### src/rtl/leaky_integrate_fire_neuron.sv
// Leaky integrate-and-fire neuron: 8-bit signed membrane potential with shift-based leak,
// saturating integration, threshold firing and an enabled-step refractory down-counter.
module leaky_integrate_fire_neuron (
  input  logic              clk,
  input  logic              reset,
  input  logic              enable,
  input  logic signed [7:0] input_current,
  input  logic        [7:0] threshold,
  input  logic        [2:0] decay_shift,
  input  logic        [7:0] refractory_period,
  output logic              spike_out,
  output logic signed [7:0] membrane_potential,
  output logic              refractory
);

  // state         | meaning
  // ST_INTEGRATE  | accumulate leaked potential plus input current, fire at threshold
  // ST_REFRACTORY | ignore input for ref_cnt enabled steps, V held at 0
  typedef enum logic {ST_INTEGRATE, ST_REFRACTORY} state_t;

  state_t             r_state;
  logic        [7:0]  r_ref_cnt;
  logic signed [7:0]  r_v;
  logic               r_spike;

  logic signed [7:0]  w_leak;
  logic signed [9:0]  w_sum;
  logic signed [7:0]  w_v_next;
  logic signed [9:0]  w_v_next_ext;
  logic signed [9:0]  w_thr_ext;
  logic               w_fire;

  // A shift of 0 must mean no leak, not a leak equal to V.
  assign w_leak = (decay_shift == 3'd0) ? 8'sd0 : (r_v >>> decay_shift);

  assign w_sum = {{2{r_v[7]}}, r_v} - {{2{w_leak[7]}}, w_leak}
               + {{2{input_current[7]}}, input_current};

  always_comb begin
    w_v_next = w_sum[7:0];
    if (!w_sum[9] && (w_sum[8:7] != 2'b00))
      w_v_next = 8'sd127;
    else if (w_sum[9] && (w_sum[8:7] != 2'b11))
      w_v_next = -8'sd128;
  end

  assign w_v_next_ext = {{2{w_v_next[7]}}, w_v_next};
  assign w_thr_ext    = {2'b00, threshold};
  assign w_fire       = (w_v_next_ext >= w_thr_ext);

  always_ff @(posedge clk) begin
    if (reset) begin
      r_state   <= ST_INTEGRATE;
      r_ref_cnt <= 8'd0;
      r_v       <= 8'sd0;
      r_spike   <= 1'b0;
    end else begin
      r_spike <= 1'b0;
      if (enable) begin
        case (r_state)
          ST_INTEGRATE: begin
            if (w_fire) begin
              r_spike <= 1'b1;
              r_v     <= 8'sd0;
              if (refractory_period != 8'd0) begin
                r_state   <= ST_REFRACTORY;
                r_ref_cnt <= refractory_period;
              end
            end else begin
              r_v <= w_v_next;
            end
          end
          ST_REFRACTORY: begin
            r_v       <= 8'sd0;
            r_ref_cnt <= r_ref_cnt - 8'd1;
            if (r_ref_cnt <= 8'd1)
              r_state <= ST_INTEGRATE;
          end
          default: r_state <= ST_INTEGRATE;
        endcase
      end
    end
  end

  assign spike_out          = r_spike;
  assign membrane_potential = r_v;
  assign refractory         = (r_state == ST_REFRACTORY);

endmodule
### config.mk
export PLATFORM = sky130hd
export DESIGN_NAME = leaky_integrate_fire_neuron
export DESIGN_NICKNAME = d
export VERILOG_FILES = /design/src/rtl/leaky_integrate_fire_neuron.sv
export SDC_FILE = /design/constraint.sdc
export NUM_CORES = 1
export LEC_CHECK = 0
export CORE_UTILIZATION = 49
export CTS_BUF_LIST = sky130_fd_sc_hd__clkbuf_2 sky130_fd_sc_hd__clkbuf_4 sky130_fd_sc_hd__clkbuf_8
export CTS_CLUSTER_DIAMETER = 100
export DETAILED_ROUTE_END_ITERATION = 10
export PLACE_DENSITY = 0.82
export SLEW_MARGIN = 25
export SYNTH_ARGS = -nofsm -noshare
export SYNTH_HDL_FRONTEND = slang
export SYNTH_SLANG_ARGS = --single-unit
### constraint.sdc
create_clock -name clk -period 4.8 [get_ports clk]
set_input_delay 0.72 -clock clk [delete_from_list [all_inputs] [get_ports clk]]
set_output_delay 0.72 -clock clk [all_outputs]
set_load 0.01 [all_outputs]
==> parameters.txt, run 1 <==
Parameter                              Value

Worst setup path
  Max stage delay cell, worst path ... fa_1
  Crit path max-delay family ... compound AO/OA/AOI/OAI gates
  List of cells traversed by the critical path ... bufbuf_16, nand2_1, o21ai_1, a22oi_1, o21ai_0, fa_1, inv_1, ha_1, o21a_1, o31a_4, o41ai_4, o21bai_2, o211ai_4, buf_6, o21ai_2, ha_1, nand2_1, a21oi_2, o211ai_1, a21oi_4, buf_4, nand2_1, buf_4, a211oi_2
  Largest fanout on the critical path ... 5
  Number of cells traversed by the worst register-to-register path ... 23
  Type of destination of the critical path ... flip-flop
  Data required time at the worst endpoint ... 4980 ps
  Critical R2R Launch ... membrane_potential[4]
  CP startpoint kind ... input port
  Arrival time worst endpoint ... between 5000 and 6000 ps
  Critical Path Max Stage Delay ... 510 ps
  Critical path's most frequent cell ... nand2_1
  Class of the most critical setup path ... in -> reg
  Worst setup path start ... decay_shift[1]
  Buffers and inverters on the worst path ... 5
  Stages on the worst setup path ... 24

Cells and area
  Post-route cell area ... 3480 µm²
  Number of inserted diodes ... 0
  Relative area change from synthesis to final layout ... 61.4%
  Final net count ... 450
  Fraction of the core area covered by cells at the end of the flow ... 84.6%
  Share of cells above drive strength 1 ... 35.6%
  Count of placed standard cells in the final layout, fillers left out ... 440

Detailed routing
  Wirelength per Cell ... 21.0 µm
  Count of nets left with antenna violations after detail routing ... 0
  DRC violations left ... 0
  Via count of the routed design ... 2787
  Number of search-and-repair iterations in the first detailed-routing pass ... 5
  Starting DRT DRC Count ... 288
  Routed wire length ... slightly above 9000 µm
  Per-cell via count in the routed design ... 6.33

Min path
  Type of the tightest min-delay check ... reg -> reg
  Cell count of the worst hold path ... 2
  Start point of the worst min-delay path ... membrane_potential[0]

Logic synthesis
  Most instantiated flip-flop cell in the synthesis netlist ... dfxtp_1
  Proportion of synthesized flip-flops having asynchronous set or reset ... 0%
  Syn Nets ... 347
  Gate count after technology mapping ... about 290
  Cell Area, Synth ... 2160 µm²
  Biggest area contributors in the synthesized netlist ... dfxtp_1, ha_1, inv_1, fa_1, nand2_1
  Number of distinct library cell variants in the gate-level netlist after synthesis ... 52
  Total of warnings raised by yosys ... 0
  Mean cell area of the mapped netlist ... 7.49 µm²
  FF+latch count, synth ... 18
  Area fraction of the dominant cell type after synthesis ... 16.7%
  Sequential area share after synthesis ... 16.7%
  Count of flip-flops with a built-in enable after synthesis ... 0
  Leading area contributor after synthesis ... dfxtp_1

Timing
  Post-route minimum period ... 5220 ps
  Final hold violation count ... 0
  Post-route fraction of the period consumed by the critical path ... 109%
  Unrepaired setup endpoints after global routing ... yes
  Final setup vio count ... 17
  Setup clock skew after layout ... 3.56 ps
  Actual slew at the worst max-slew pin ... slightly above 600 ps
  Final setup margin ... -420 ps
  Worst slack on hold paths ... 523 ps
  Relative slew slack ... 58.9%
  Final count of pins violating max slew ... 0
  Fmax ... between 150 and 200 MHz

GRT
  Vias in the first global route ... approximately 2.7k
  Initial antenna violation count ... 0
  Pin count of the biggest net entering global routing ... 15
  Global-route total usage across every layer ... 36.4%
  Residual overflow from global routing ... 0
  Global-route wire length before repair ... 12400 µm

Floorplan
  Standard cell core area ... 4120 µm²
  Width of the die ... 68.4 µm
  Count of standard-cell rows ... 23
  Number of top-level pins ... 40
  Full die area ... ~4700 µm²
  Effective utilization at floorplan ... 52.4%
  Chip Height ... 68.4 µm

Placement
  Routability congestion estimate from global placement ... 0.880
  Port Buffers ... 39
  Placed cell areas ... 2900 µm²
  Placed cell count ... 409
  Half-perimeter wire length of the detailed placement result ... 4630 µm

Outcome
  Failing checks ... setup timing
  Status ... complete, but fails checks

Clock network
  Root Driver ... clkbuf_8
  TritonCTS clock tree ... done
  Number of clock sinks ... 18
  Clk pin slew, worst setup/hold paths ... 70 ps
  Maximum count of clock buffers along a single path ... 2
  CTS H-Tree Depth ... 1
  Number of CTS-inserted buffers ... 3
  CTS Hold Buffers Added ... 0
  Latest clock arrival within the worst-skew pair ... ~260 ps

Job
  Number of violations of the max-capacitance limit ... 0
==> sequential cells by signal, summed over array words and instances, names as in the netlist <==
register and cells:
refractory 1, spike_out 1, membrane_potential 8, r_ref_cnt 8
==> worst min-delay path: stages, from the launching register on <==
cell and delay [ps]:
dfxtp_1 340, nand2_1 70, o21ai_1 70
==> worst paths after layout <==
kind / slack [ps] / endpoint
max: -420 / r_ref_cnt[7]
min: 520 / membrane_potential[0]
max reg2reg: -250 / r_ref_cnt[7]
min reg2reg: 520 / membrane_potential[0]
==> routing by layer <==
metal	track usage [%]	vias up	wire length, µm
met2	62.5	220	4370
met4	28.6	0	713
met3	9.83	83	912
met5	0	-	0
met1	36.9	1279	3230
li1	-	1205	-
==> cell families (layout without fill, tap and decap cells) <==
family          Yosys count  after routing  share of synthesized area (%)
simple gates             86             86                           18.5
fa+ha+maj                29             29                           19.6
compound gates           90             90                           31.0
flops                    18             18                           16.7
mux                       4              4                           1.91
buf+inv                  54            156                           9.45
xor+xnor                  7              7                           2.84
==> metrics by stage <==
stage / TNS, ps / setup WS [ps]
5_1_grt: -8760 / -645
4_1_cts: -227 / -91.0
3_3_place_gp: -15070 / -979
2_1_floorplan: 0 / 1.42
6_report: -5630 / -420
3_5_place_dp: -18010 / -1220
==> synth_stat cells, drive strengths merged (3+ instances only) <==
cell type / instances
a211oi: 5
a21oi: 27
a221oi: 3
clkbuf: 6
dfxtp: 18
fa: 8
ha: 21
inv: 44
mux2i: 3
nand2: 35
nand3: 7
nor2: 22
nor2b: 3
nor3: 4
nor4: 4
o211ai: 9
o21a: 4
o21ai: 24
o31ai: 7
xnor2: 4
xor2: 3
==> layout make-up <==
type,instances,area [µm²]
inverter,46,173
tap,50,62.6
fill,193,632
sequential,18,360
multi-input combinational,216,1890
clock buffer,4,55.1
timing repair buffer,106,943
==> layout by cell type (no fill, tap or decap), types with 5 or more instances in the layout <==
master	count
o31ai_1	6
nand3_1	5
a21oi_1	13
ha_1	15
fa_1	7
o211ai_1	5
clkdlybuf4s50_1	36
inv_2	6
a21oi_2	7
inv_1	38
nor2_1	20
a21oi_4	7
dfxtp_1	18
o21ai_1	11
buf_4	62
o21ai_0	8
nand2_1	32
ha_4	6
==> repair_timing <==
item                                    CTS  global route
cloned                                    1             0
resized for setup                        55            29
pin swaps                                32            31
endpoints found under the setup margin   17            17
buffers inserted                         21             6
Power of run 1 is not shown: default switching activity piles up to over one toggle a cycle in this logic, so the estimate is an artifact.
==> run 2: changes to the inputs <==
- CORE_UTILIZATION: 49 -> 30
- PLACE_DENSITY: 0.82 -> 0.56
==> run 2 against run 1 <==
  * The run still ends with setup timing left
  * Worst hold slack got worse by 26 ps
  * Sequential share of layout area shrank 0.32 points
  * Worst setup slack gained 270 ps
==> parameters.txt, run 2 (synthesis gave the netlist of run 1 again) <==
Parameter                              Value

Placement
  Post-Place Worst Slack ... -944 ps
  Routability congestion estimate from global placement ... 0.838
  Half-perimeter wire length of the detailed placement result ... 4860 µm
  Port Buffers ... 39
  Placed cell count ... 460
  Placed cell areas ... 3010 µm²

Clock network
  Maximum count of clock buffers along a single path ... 2
  CTS H-Tree Depth ... 1
  Number of clock sinks ... 18
  Number of CTS-inserted buffers ... 3
  TritonCTS clock tree ... done
  Latest clock arrival within the worst-skew pair ... 260 ps
  Clk pin slew, worst setup/hold paths ... 80 ps
  Root Driver ... clkbuf_8

Detailed routing
  Starting DRT DRC Count ... 115
  Per-cell via count in the routed design ... between 5 and 6
  Number of search-and-repair iterations in the first detailed-routing pass ... 4
  Met2 WL post-DR ... approximately 3400 µm
  Via count of the routed design ... between 2k and 2.5k
  DRC violations left ... 0
  Met3 Routed Length ... 336 µm
  Top Layer Used ... met4
  Routed wire length ... about 6800 µm
  Sum of routed wire segments on met1 ... 3030 µm
  Count of nets left with antenna violations after detail routing ... 0
  Wirelength per Cell ... 14.0 µm

Worst setup path
  Largest fanout on the critical path ... 7
  Class of the most critical setup path ... in -> reg
  Type of destination of the critical path ... flip-flop
  CP startpoint kind ... input port
  Data required time at the worst endpoint ... 4990 ps
  Number of cells traversed by the worst register-to-register path ... 23
  Arrival time worst endpoint ... about 5000 ps

GRT
  Pin count of the biggest net entering global routing ... 15
  Global-route total usage across every layer ... 17.9%
  Vias in the first global route ... between 2k and 2.5k
  Global-route wire length before repair ... 10700 µm
  Residual overflow from global routing ... 0
  Initial antenna violation count ... 0

Floorplan
  Chip Height ... 86.8 µm
  Number of top-level pins ... 40
  Full die area ... 7540 µm²
  Count of standard-cell rows ... 30
  Width of the die ... between 80 and 90 µm
  Effective utilization at floorplan ... 31.4%
  Standard cell core area ... 6870 µm²

Timing
  Final setup vio count ... 14
  Post-route minimum period ... 4950 ps
  Final count of pins violating max slew ... 0
  Post-route fraction of the period consumed by the critical path ... 103%
  Worst slack on hold paths ... 497 ps
  Final setup margin ... -150 ps
  Fmax ... approximately 200 MHz
  Setup clock skew after layout ... 5.86 ps
  Final hold violation count ... 0
  Actual slew at the worst max-slew pin ... 554 ps
  Unrepaired setup endpoints after global routing ... yes
  Relative slew slack ... 63.0%

Outcome
  Status ... complete, but fails checks
  Failing checks ... setup timing

Cells and area
  Number of inserted diodes ... 0
  Most frequent cells in the layout ... buf_4, inv_1, clkdlybuf4s50_1, nand2_1, nor2_1
  Post-route cell area ... 3590 µm²
  Count of placed standard cells in the final layout, fillers left out ... approximately 490
  Relative area change from synthesis to final layout ... 66.5%
  Final net count ... 451
  Share of cells above drive strength 1 ... 36.6%
  Leading cell type in the layout, fill and taps excluded ... buf_4

Min path
  Type of the tightest min-delay check ... reg -> reg
  Cell count of the worst hold path ... 2

Job
  Number of violations of the max-capacitance limit ... 0
-- run 2: metrics by stage --
step           utilization [%]  setup TNS (ps)
3_5_place_dp              43.8          -14920
6_report                  52.3            -556
3_3_place_gp              43.8          -14800
5_1_grt                   52.3           -3640
4_1_cts                   48.1           -1080
2_1_floorplan                -               0
-- run 2: cell type report --
type                            count  area, µm²
Tap cell                           96        120
Inverter                           46        173
Sequential cell                    18        360
Fill cell                         647       3280
Clock buffer                        4       55.1
Multi-Input combinational cell    216       1940
Timing Repair Buffer              107        946
-- run 2: repair_timing --
| item | CTS | global route |
|---|---|---|
| hold endpoints to repair | 0 | 0 |
| setup buffers | 19 | 4 |
| hold buffers | 0 | 0 |
| setup endpoints to repair | 17 | 17 |
| pin swaps | 30 | 36 |
| gates resized for setup | 38 | 51 |
| cloned | 2 | 0 |
-- run 2: per-layer routing --
layer  GRT usage, %  up-vias
met1           23.0     1131
met3           2.19       10
met2           32.1       86
met5              0        -
li1               -     1209
met4           3.33        0
-- run 2: final timing paths --
path | from | endpoint | slack (ps)
setup / recovery | decay_shift[1] | r_ref_cnt[1] | -150
setup reg to reg | membrane_potential[6] | r_ref_cnt[1] | -30
hold / removal | membrane_potential[0] | membrane_potential[0] | 500
hold reg to reg | membrane_potential[0] | membrane_potential[0] | 500
-- run 2: critical path: stages --
cell and delay [ps]:
buf_8 90, mux2_2 330, a221oi_2 260, a21oi_2 70
ha_1 280, inv_1 60, ha_2 160, inv_1 50
fa_2 370, nor2b_4 130, o31a_4 170, o41ai_4 90
o211ai_1 300, o211ai_4 190, buf_4 180, a21oi_2 170
inv_1 60, ha_1 290, a22oi_1 60, nand2_1 100
o211ai_1 140, a21oi_4 260, a21oi_4 110, or3_4 390
a21oi_2 120
Power of run 2 is left out for the same reason.
